<file path="config.mk">
export PLATFORM = sky130hd
export DESIGN_NAME = hf_bus_interconnect_flat
export DESIGN_NICKNAME = d
export VERILOG_FILES = /design/src/rtl/hf_bus_interconnect_pkg.sv /design/src/rtl/hf_bus_interconnect_if.sv /design/src/rtl/hf_bus_interconnect_region_decode.sv /design/src/rtl/hf_bus_interconnect.sv /design/src/flat_wrapper.sv
export SDC_FILE = /design/constraint.sdc
export NUM_CORES = 1
export LEC_CHECK = 0
export ABC_AREA = 1
export CAP_MARGIN = 15
export CORE_AREA = 2 2 106 108
export CTS_CLUSTER_DIAMETER = 100
export DETAILED_ROUTE_END_ITERATION = 10
export DIE_AREA = 0 0 108 110
export GPL_ROUTABILITY_DRIVEN = 0
export PLACE_DENSITY_LB_ADDON = 0.05
export SLEW_MARGIN = 30
export SYNTH_ARGS = -nofsm -noshare
export SYNTH_HDL_FRONTEND = slang
export SYNTH_SLANG_ARGS = --single-unit
</file>
<file path="constraint.sdc">
create_clock -name clk_i -period 4.4 [get_ports clk_i]
set_input_delay 0.88 -clock clk_i [delete_from_list [all_inputs] [get_ports clk_i]]
set_output_delay 0.88 -clock clk_i [all_outputs]
set_load 0.05 [all_outputs]
</file>
<file path="src/rtl/hf_bus_interconnect_pkg.sv">
// Shared types, region constants and byte-swap helpers for the HF-RISCV bus fabric.
package hf_bus_pkg;

  localparam logic [3:0] REGION_BOOT   = 4'h0;
  localparam logic [3:0] REGION_RAM    = 4'h4;
  localparam logic [3:0] REGION_PERIPH = 4'he;

  // Slave index; NONE sits above the largest legal index (7) so it never aliases a port.
  typedef logic [3:0] slv_idx_t;
  localparam slv_idx_t SEL_NONE = 4'hf;

  typedef enum logic {ST_IDLE, ST_WAIT} state_e;

  function automatic logic [31:0] bswap32(input logic [31:0] x);
    return {x[7:0], x[15:8], x[23:16], x[31:24]};
  endfunction

  function automatic logic [3:0] bswap_we4(input logic [3:0] w);
    return {w[0], w[1], w[2], w[3]};
  endfunction

endpackage

</file>
<file path="src/rtl/hf_bus_interconnect_if.sv">
// Core-side and slave-side bus signals of the fabric; "slave" is the fabric's own view.
interface hf_bus_interconnect_if #(
  parameter int N_SLV = 4
);
  logic [31:0]             m_addr_i;
  logic [31:0]             m_data_i;
  logic [3:0]              m_we_i;
  logic                    m_stall_o;
  logic [31:0]             m_data_o;
  logic                    err_o;
  logic [N_SLV-1:0]        s_sel_o;
  logic [3:0]              s_we_o;
  logic [31:0]             s_data_o;
  logic [N_SLV-1:0][31:0]  s_data_i;

  modport master (
    output m_addr_i, m_data_i, m_we_i, s_data_i,
    input  m_stall_o, m_data_o, err_o, s_sel_o, s_we_o, s_data_o
  );

  modport slave (
    input  m_addr_i, m_data_i, m_we_i, s_data_i,
    output m_stall_o, m_data_o, err_o, s_sel_o, s_we_o, s_data_o
  );
endinterface

</file>
<file path="src/rtl/hf_bus_interconnect_region_decode.sv">
// Priority address decoder: addr[31:28] -> one-hot select, index and miss flag.
module hf_bus_region_decode
  import hf_bus_pkg::*;
#(
  parameter int               N_SLV      = 4,
  parameter logic [N_SLV*4-1:0] REGION_MAP = '0
) (
  input  logic [3:0]       nibble_i,
  output logic [N_SLV-1:0] oh_o,
  output slv_idx_t         idx_o,
  output logic             miss_o
);

  // Scan from the top down so the lowest matching slave is the last writer.
  always_comb begin
    oh_o  = '0;
    idx_o = SEL_NONE;
    for (int k = N_SLV - 1; k >= 0; k--) begin
      if (nibble_i == REGION_MAP[k*4 +: 4]) begin
        oh_o    = '0;
        oh_o[k] = 1'b1;
        idx_o   = slv_idx_t'(k);
      end
    end
    miss_o = (idx_o == SEL_NONE);
  end

endmodule

</file>
<file path="src/rtl/hf_bus_interconnect.sv">
// Single-master/N-slave fabric: decode, per-slave wait states, byte-lane swap and read steering.
module hf_bus_interconnect
  import hf_bus_pkg::*;
#(
  parameter int                 N_SLV      = 4,
  parameter logic [N_SLV*4-1:0] REGION_MAP = {4'hf, REGION_PERIPH, REGION_RAM, REGION_BOOT},
  parameter logic [N_SLV*4-1:0] WAIT_MAP   = {4'd2, 4'd0, 4'd0, 4'd0},
  parameter logic [N_SLV-1:0]   SWAP_MAP   = 4'b0100
) (
  input logic                  clk_i,
  input logic                  rst_i,
  hf_bus_interconnect_if.slave bus
);

  logic [N_SLV-1:0] hit_oh;
  slv_idx_t         hit_idx;
  logic             miss;

  hf_bus_region_decode #(
    .N_SLV      (N_SLV),
    .REGION_MAP (REGION_MAP)
  ) u_dec (
    .nibble_i (bus.m_addr_i[31:28]),
    .oh_o     (hit_oh),
    .idx_o    (hit_idx),
    .miss_o   (miss)
  );

  logic unused_addr;
  assign unused_addr = ^bus.m_addr_i[27:0];

  function automatic logic [3:0] wait_of(input slv_idx_t i);
    wait_of = 4'd0;
    for (int k = 0; k < N_SLV; k++)
      if (i == slv_idx_t'(k)) wait_of = WAIT_MAP[k*4 +: 4];
  endfunction

  function automatic logic swap_of(input slv_idx_t i);
    swap_of = 1'b0;
    for (int k = 0; k < N_SLV; k++)
      if (i == slv_idx_t'(k)) swap_of = SWAP_MAP[k];
  endfunction

  state_e     state_q, state_d;
  logic [3:0] cnt_q, cnt_d;
  slv_idx_t   slv_q, slv_d;
  slv_idx_t   rd_sel_q, rd_sel_d;
  logic       err_q, err_d;

  logic [N_SLV-1:0] sel;
  slv_idx_t         cur_idx;
  logic             stall, we_en, swp;
  logic [31:0]      rdata;

  always_comb begin
    state_d  = state_q;
    cnt_d    = cnt_q;
    slv_d    = slv_q;
    rd_sel_d = rd_sel_q;
    err_d    = 1'b0;
    sel      = '0;
    cur_idx  = SEL_NONE;
    stall    = 1'b0;
    we_en    = 1'b0;
    case (state_q)
      ST_IDLE: begin
        if (miss) begin
          err_d    = 1'b1;
          rd_sel_d = SEL_NONE;
        end else begin
          sel     = hit_oh;
          cur_idx = hit_idx;
          if (wait_of(hit_idx) == 4'd0) begin
            we_en    = 1'b1;
            rd_sel_d = hit_idx;
          end else begin
            stall   = 1'b1;
            slv_d   = hit_idx;
            cnt_d   = wait_of(hit_idx) - 4'd1;
            state_d = ST_WAIT;
          end
        end
      end
      ST_WAIT: begin
        // Address is not re-decoded here; the latched slave owns the access.
        cur_idx = slv_q;
        for (int k = 0; k < N_SLV; k++) sel[k] = (slv_q == slv_idx_t'(k));
        if (cnt_q != 4'd0) begin
          stall = 1'b1;
          cnt_d = cnt_q - 4'd1;
        end else begin
          we_en    = 1'b1;
          rd_sel_d = slv_q;
          state_d  = ST_IDLE;
        end
      end
    endcase
  end

  always_ff @(posedge clk_i or negedge rst_i) begin
    if (!rst_i) begin
      state_q  <= ST_IDLE;
      cnt_q    <= '0;
      slv_q    <= '0;
      rd_sel_q <= SEL_NONE;
      err_q    <= 1'b0;
    end else begin
      state_q  <= state_d;
      cnt_q    <= cnt_d;
      slv_q    <= slv_d;
      rd_sel_q <= rd_sel_d;
      err_q    <= err_d;
    end
  end

  always_comb begin
    rdata = '0;
    for (int k = 0; k < N_SLV; k++)
      if (rd_sel_q == slv_idx_t'(k))
        rdata = SWAP_MAP[k] ? bswap32(bus.s_data_i[k]) : bus.s_data_i[k];
  end

  // Combinational strobes are gated by reset so an abort drops them without a clock.
  assign swp           = swap_of(cur_idx);
  assign bus.m_stall_o = rst_i & stall;
  assign bus.s_sel_o   = rst_i ? sel : '0;
  assign bus.s_we_o    = (rst_i && we_en) ? (swp ? bswap_we4(bus.m_we_i) : bus.m_we_i) : 4'h0;
  assign bus.s_data_o  = swp ? bswap32(bus.m_data_i) : bus.m_data_i;
  assign bus.err_o     = err_q;
  assign bus.m_data_o  = rdata;

endmodule

</file>
<file path="src/flat_wrapper.sv">
// flat-port wrapper written by rule: the top's interface ports become plain ports
module hf_bus_interconnect_flat import hf_bus_pkg::*;
#(
  parameter int                 N_SLV      = 4,
  parameter logic [N_SLV*4-1:0] REGION_MAP = {4'hf, REGION_PERIPH, REGION_RAM, REGION_BOOT},
  parameter logic [N_SLV*4-1:0] WAIT_MAP   = {4'd2, 4'd0, 4'd0, 4'd0},
  parameter logic [N_SLV-1:0]   SWAP_MAP   = 4'b0100
)
  (clk_i, rst_i, bus_m_addr_i, bus_m_data_i, bus_m_we_i, bus_s_data_i, bus_m_stall_o, bus_m_data_o, bus_err_o, bus_s_sel_o, bus_s_we_o, bus_s_data_o);
  hf_bus_interconnect_if #(.N_SLV(N_SLV)) bus_i ();
  input logic clk_i;
  input logic rst_i;
  input wire logic [$bits(bus_i.m_addr_i)-1:0] bus_m_addr_i;
  input wire logic [$bits(bus_i.m_data_i)-1:0] bus_m_data_i;
  input wire logic [$bits(bus_i.m_we_i)-1:0] bus_m_we_i;
  input wire logic [$bits(bus_i.s_data_i)-1:0] bus_s_data_i;
  output wire logic [$bits(bus_i.m_stall_o)-1:0] bus_m_stall_o;
  output wire logic [$bits(bus_i.m_data_o)-1:0] bus_m_data_o;
  output wire logic [$bits(bus_i.err_o)-1:0] bus_err_o;
  output wire logic [$bits(bus_i.s_sel_o)-1:0] bus_s_sel_o;
  output wire logic [$bits(bus_i.s_we_o)-1:0] bus_s_we_o;
  output wire logic [$bits(bus_i.s_data_o)-1:0] bus_s_data_o;
  assign bus_i.m_addr_i = bus_m_addr_i;
  assign bus_i.m_data_i = bus_m_data_i;
  assign bus_i.m_we_i = bus_m_we_i;
  assign bus_i.s_data_i = bus_s_data_i;
  assign bus_m_stall_o = bus_i.m_stall_o;
  assign bus_m_data_o = bus_i.m_data_o;
  assign bus_err_o = bus_i.err_o;
  assign bus_s_sel_o = bus_i.s_sel_o;
  assign bus_s_we_o = bus_i.s_we_o;
  assign bus_s_data_o = bus_i.s_data_o;
  hf_bus_interconnect #(.N_SLV(N_SLV), .REGION_MAP(REGION_MAP), .WAIT_MAP(WAIT_MAP), .SWAP_MAP(SWAP_MAP)) u_core (.clk_i(clk_i), .rst_i(rst_i), .bus(bus_i));
endmodule
</file>
# After elaboration in Yosys (flattened, before gate mapping)
# Cells that the tools add are included.
classes:
  addsub: 2
  eq_ne: 18
  n_mux: 46
  n_bitwise: 4
  n_reduce_logical: 9
op_table:
  columns: ["operator", "n"]
  rows:
  - ["$mux 32", 5]
  - ["$mux 4", 24]
  - ["$pmux 4 s2", 4]
  - ["$eq 4x2->1 const B", 7]
  - ["$logic_not 4->1", 4]
  - ["$eq 4x4->1 const B", 3]
  - ["$mux 1", 10]
  - ["$eq 4x1->1 const B", 2]
  - ["$ne 2x2->1 const B", 4]
  - ["$sub 4x1->4 const B", 2]
  - ["$reduce_and 3->1", 2]
  - ["$eq 4x3->1 const B", 1]
  - ["$pmux 1 s2", 2]
  - ["$reduce_bool 4->1", 1]
  - ["$ne 3x1->1 const B", 1]
  - ["$not 1->1", 3]
  - ["$mux 2", 1]
  - ["$reduce_and 2->1", 1]
  - ["$and 1x1->1", 1]
  - ["$logic_and 1x1->1", 1]
totals:
  ff_bits: 14
  inputBits: 198
  out_inout_bits: 74
  word_cells: 84

# Logic depth before layout (Yosys ltp)
logic_depth:
  depth_word: 17
  ltp_mapped: 9
  depth_no_buf: 9

# Hierarchy
# From an unflattened synthesis, not the netlist that was laid out.
hier_totals:
  hier_cells: 417
  area_unflattened_um2: 2288.4
by_module_without_submodules:
  columns: ["mod", "n_inst", "cells_each", "area_per_inst_um2", "seq_area_each_um2"]
  rows:
  - ["hf_bus_interconnect", 1, 398, 2192.1, 355.3]
  - ["hf_bus_region_decode", 1, 19, 96.3, 0.0]

# Least setup slack after synthesis
# No wires, ideal clock.
synth_path:
  kind: "input port to output port"
  from: "in bus_m_addr_i[29]"
  to: "out bus_s_data_o[0]"
  arrival_ns: 2.551
  required_time_ns: 3.520
  slack_ns: 0.969
  path_stages: 7
  n_path_buf: 1
  cell_sequence: "inv_1 nor2_1 nand2_1 nand2_2 nand2_2 clkbuf_1 o21ai_0"
synth_via:
  elab_chain_cells: 12
synth_rtl:
  columns: ["item", "line_no", "text"]
  rows:
  - ["from (decl)", "flat_wrapper.sv:13", "input wire logic [$bits(bus_i.m_addr_i)-1:0] bus_m_addr_i;"]
  - ["$eq 4x4->1", "hf_bus_interconnect_region_decode.sv:19", "if (nibble_i == REGION_MAP[k*4 +: 4]) begin"]
  - ["$mux 4 (3 in a row)", "hf_bus_interconnect_region_decode.sv:19", null]
  - ["$mux 4 *", "hf_bus_interconnect_region_decode.sv:19", null]
  - ["$eq 4x4->1", "hf_bus_interconnect_region_decode.sv:25", "miss_o = (idx_o == SEL_NONE);"]
  - ["$mux 4 *", "hf_bus_interconnect.sv:67", "if (miss) begin"]
  - ["$pmux 4 s2 *", "hf_bus_interconnect.sv:65", "case (state_q)"]
  - ["$eq 4x2->1", "hf_bus_interconnect.sv:41", "if (i == slv_idx_t'(k)) swap_of = SWAP_MAP[k];"]
  - ["$mux 1", "hf_bus_interconnect.sv:41", null]
  - ["$mux 1 *", "hf_bus_interconnect.sv:41", null]
  - ["$mux 32 *", "hf_bus_interconnect.sv:128", "assign bus.s_data_o = swp ? bswap32(bus.m_data_i) : bus.m_data_i;"]
  - ["to (decl)", "flat_wrapper.sv:22", "output wire logic [$bits(bus_i.s_data_o)-1:0] bus_s_data_o;"]
# Mark *: on every way between the ends. The rest lies on a longest branch, timed or not.

# Worst setup path in the final report
layout_path:
  from: "in bus_m_addr_i[29]"
  to: "out bus_s_sel_o[3]"
layout_via:
  elab_chain_cells: 9
layout_rtl:
  columns: ["item", "line_no", "text"]
  rows:
  - ["$eq 4x4->1", "hf_bus_interconnect_region_decode.sv:19", null]
  - ["$mux 4 (4 in a row)", "hf_bus_interconnect_region_decode.sv:19", null]
  - ["$eq 4x4->1", "hf_bus_interconnect_region_decode.sv:25", null]
  - ["$mux 4 *", "hf_bus_interconnect.sv:67", null]
  - ["$pmux 4 s2 *", "hf_bus_interconnect.sv:65", null]
  - ["$mux 4 *", "hf_bus_interconnect.sv:126", "assign bus.s_sel_o = rst_i ? sel : '0;"]
  - ["to (decl)", "flat_wrapper.sv:20", "output wire logic [$bits(bus_i.s_sel_o)-1:0] bus_s_sel_o;"]
# Marks and branches as above.

==> qor.csv <==
metric;value;unit
Max stage delay cell, worst path;clkdlybuf4s50_1;
Slew HR;0.6261;
# Post-CTS Setup Buffers;0;
first-pass GRT wire length;16.44;mm
port buffer count;243;
post-place setup slack;673.3;ps
TritonCTS sink count;12;
CTS buffer count;3;
Fin Clk Skew;1.327;ps
Die Span X;108;µm
Worst-Margin Slew;559.1;ps
FF+latch area;304.0;µm²
PnR worst setup slack;676.6;ps
hold buffer count at cts;0;
Die ar.;11880;µm²
Tmin final;3723;ps
Root Buffer;clkbuf_8;
WS Path Type;primary input to output pin;
HPWL Detailed;9.121;mm
status;completed;
WL final;11.21;mm
warnings from Yosys;0;
Hold WC Path Type;flip-flop to flip-flop;
CTS resizes;0;
Max-cap violations;0;
RSZ-0062 raised after global routing;false;
Req. time, crit path;3520;ps
vias post-DR;3286;
Pwr Total;3.704;mW
DIE HEIGHT;110;µm
Setup crit end kind;output pin;
clk buf depth;2;
maximum vdd drop;0.0003892;V
Seq/Total Area, Yosys;0.1592;
GRT Util Overall;0.1763;
synthesis-stage register bit count;12;
post-route ant nets;0;
wire length per cell;14.93;µm
worst-path cell chain;clkdlybuf4s50_1, inv_1, nor2_1, nand3_1, a21oi_1, clkdlybuf4s50_1;
CP Launch Type;primary input;
total global routing overflow;0;
Detailed Route Iter0 Violations;151;
Worst EP arrival;2840;ps
Final Max Slew Viols;0;
clk slew on worst S/H paths;50;ps
Fmax;268.6;MHz
Post-Syn Area;1909;µm²
Post-Syn Instances;378;
starting density of the core;0.1785;
CTS tree;done;
# DRC;0;
area of the multi-input gates;1386;µm²
largest stage delay on the critical path;820;ps
placed insts;746;
crit share post-route;0.8462;
Final setup viols;0;
Fin. Hold Viols;0;
Final nets;810;
P_leak;2.067;nW
Top cell by count, worst path;clkdlybuf4s50_1;
Layout fillers;1125;
layout cell share with drive strength beyond 1;0.09508;
Area Growth Syn to Fin;152.0;%
CP Max Fanout;5;
largest net degree at the start of global routing;48;
clk_lat worst skew;240;ps
syn_nets;577;
initial antenna violation count;2;
setup tns final;0;ps
post-synth cell types;22;
1st-pass router iterations;4;
Std-Cell Rows;38;
core area;10700;µm²
Max H-tree Level;1;
Final Non-Filler Cells;751;
Power Dens Cells;769.8;nW/µm²
Synth Area per Inst;5.051;µm²
io pins;272;
Vias/cell;4.375;
number of global-route vias before repair;3031;
[final timing paths]
path | startpoint | to | slack, ps | cells after the start
setup / recovery | bus_m_addr_i[29] | bus_s_sel_o[3] | 680 | 6
hold / removal | u_core.rd_sel_q[0] | u_core.rd_sel_q[0] | 500 | 2
hold reg to reg | u_core.rd_sel_q[0] | u_core.rd_sel_q[0] | 500 | 2
max in group asynchronous | rst_i | u_core.rd_sel_q[0] | 2950 | 2
setup reg to reg | u_core.state_q | u_core.cnt_q[2] | 2590 | 8
min in group asynchronous | rst_i | u_core.slv_q[0] | 920 | 1
[worst max-delay path: cells and delay by family]
kind | cells | cell delay [ps]
AO/OA/AOI/OAI | 1 | 200
buffers and inverters | 3 | 1380
AND/OR/NAND/NOR | 2 | 380
[per-stage QoR]
stage | util | instance area (µm²) | hold WS (ps)
floorplan | - | 1909 | 466.5
global placement | 0.4443 | 4753 | 492.9
detailed placement | 0.4443 | 4753 | 501.1
CTS | 0.4495 | 4808 | 509.9
global route | 0.4497 | 4811 | 534.7
finish | 0.4497 | 4811 | 502.2
[placed cells by master (no fill, tap or decap), drive strengths merged]
| cell | count |
|---|---|
| nand3 | 13 |
| nor3b | 1 |
| dfstp | 3 |
| buf | 44 |
| or2 | 2 |
| clkdlybuf4s50 | 206 |
| nand4 | 32 |
| a21boi | 1 |
| diode | 1 |
| nor3 | 3 |
| nand2 | 182 |
| o21ai | 24 |
| a21oi | 21 |
| xnor2 | 1 |
| nor2 | 31 |
| inv | 32 |
| clkbuf | 4 |
| ha | 1 |
| dfrtp | 9 |
[synth_stat cells, drive strengths merged]
| cell type | number | share of area |
|---|---|---|
| nor2 | 31 | 0.064 |
| xnor2 | 1 | 0.0046 |
| ha | 1 | 0.0066 |
| a21boi | 1 | 0.0039 |
| o21ai | 24 | 0.063 |
| buf | 13 | 0.041 |
| a21oi | 21 | 0.055 |
| dfstp | 3 | 0.041 |
| nor3 | 3 | 0.013 |
| or2 | 2 | 0.0066 |
| inv | 32 | 0.063 |
| nand2 | 182 | 0.36 |
| dfrtp | 9 | 0.12 |
| clkbuf | 9 | 0.018 |
| nor3b | 1 | 0.0039 |
| nand4 | 32 | 0.10 |
| nand3 | 13 | 0.034 |
[cell families after synthesis]
family,share of synthesized area
flops,0.1592
simple gates,0.5865
fa+ha+maj,0.006552
xor+xnor,0.004588
compound gates,0.1219
buf+inv,0.1212
[routing by layer]
layer	routed length, µm	GRT usage	share of wire
met1	3943	0.1764	0.35
met2	5511	0.3320	0.49
met3	1569	0.08995	0.14
met4	174	0.02930	0.016
met5	11	0	0.00098
[where the power goes]
part	switching [mW]	leakage (nW)	internal [mW]
Sequential	0.0627	0.136	0.167
Clock	0.0419	0.0288	0.0791
Combinational	2.13	1.90	1.23
[cell type report]
| cell class | count | share of cell area |
|---|---|---|
| Clock buffer | 4 | 0.01144 |
| Multi-Input combinational cell | 312 | 0.2882 |
| Inverter | 32 | 0.02497 |
| Timing Repair Buffer | 250 | 0.5753 |
| Sequential cell | 12 | 0.06320 |
| Tap cell | 140 | 0.03641 |
| Antenna cell | 1 | 0.0005202 |
[registers in the layout (all words and copies together), names as in the netlist]
| register | flops |
|---|---|
| u_core.state_q | 1 |
| u_core.rd_sel_q | 3 |
| u_core.slv_q | 3 |
| u_core.cnt_q | 4 |
| u_core.bus.err_o | 1 |
Note: power is estimated with default switching activity, not from simulation.
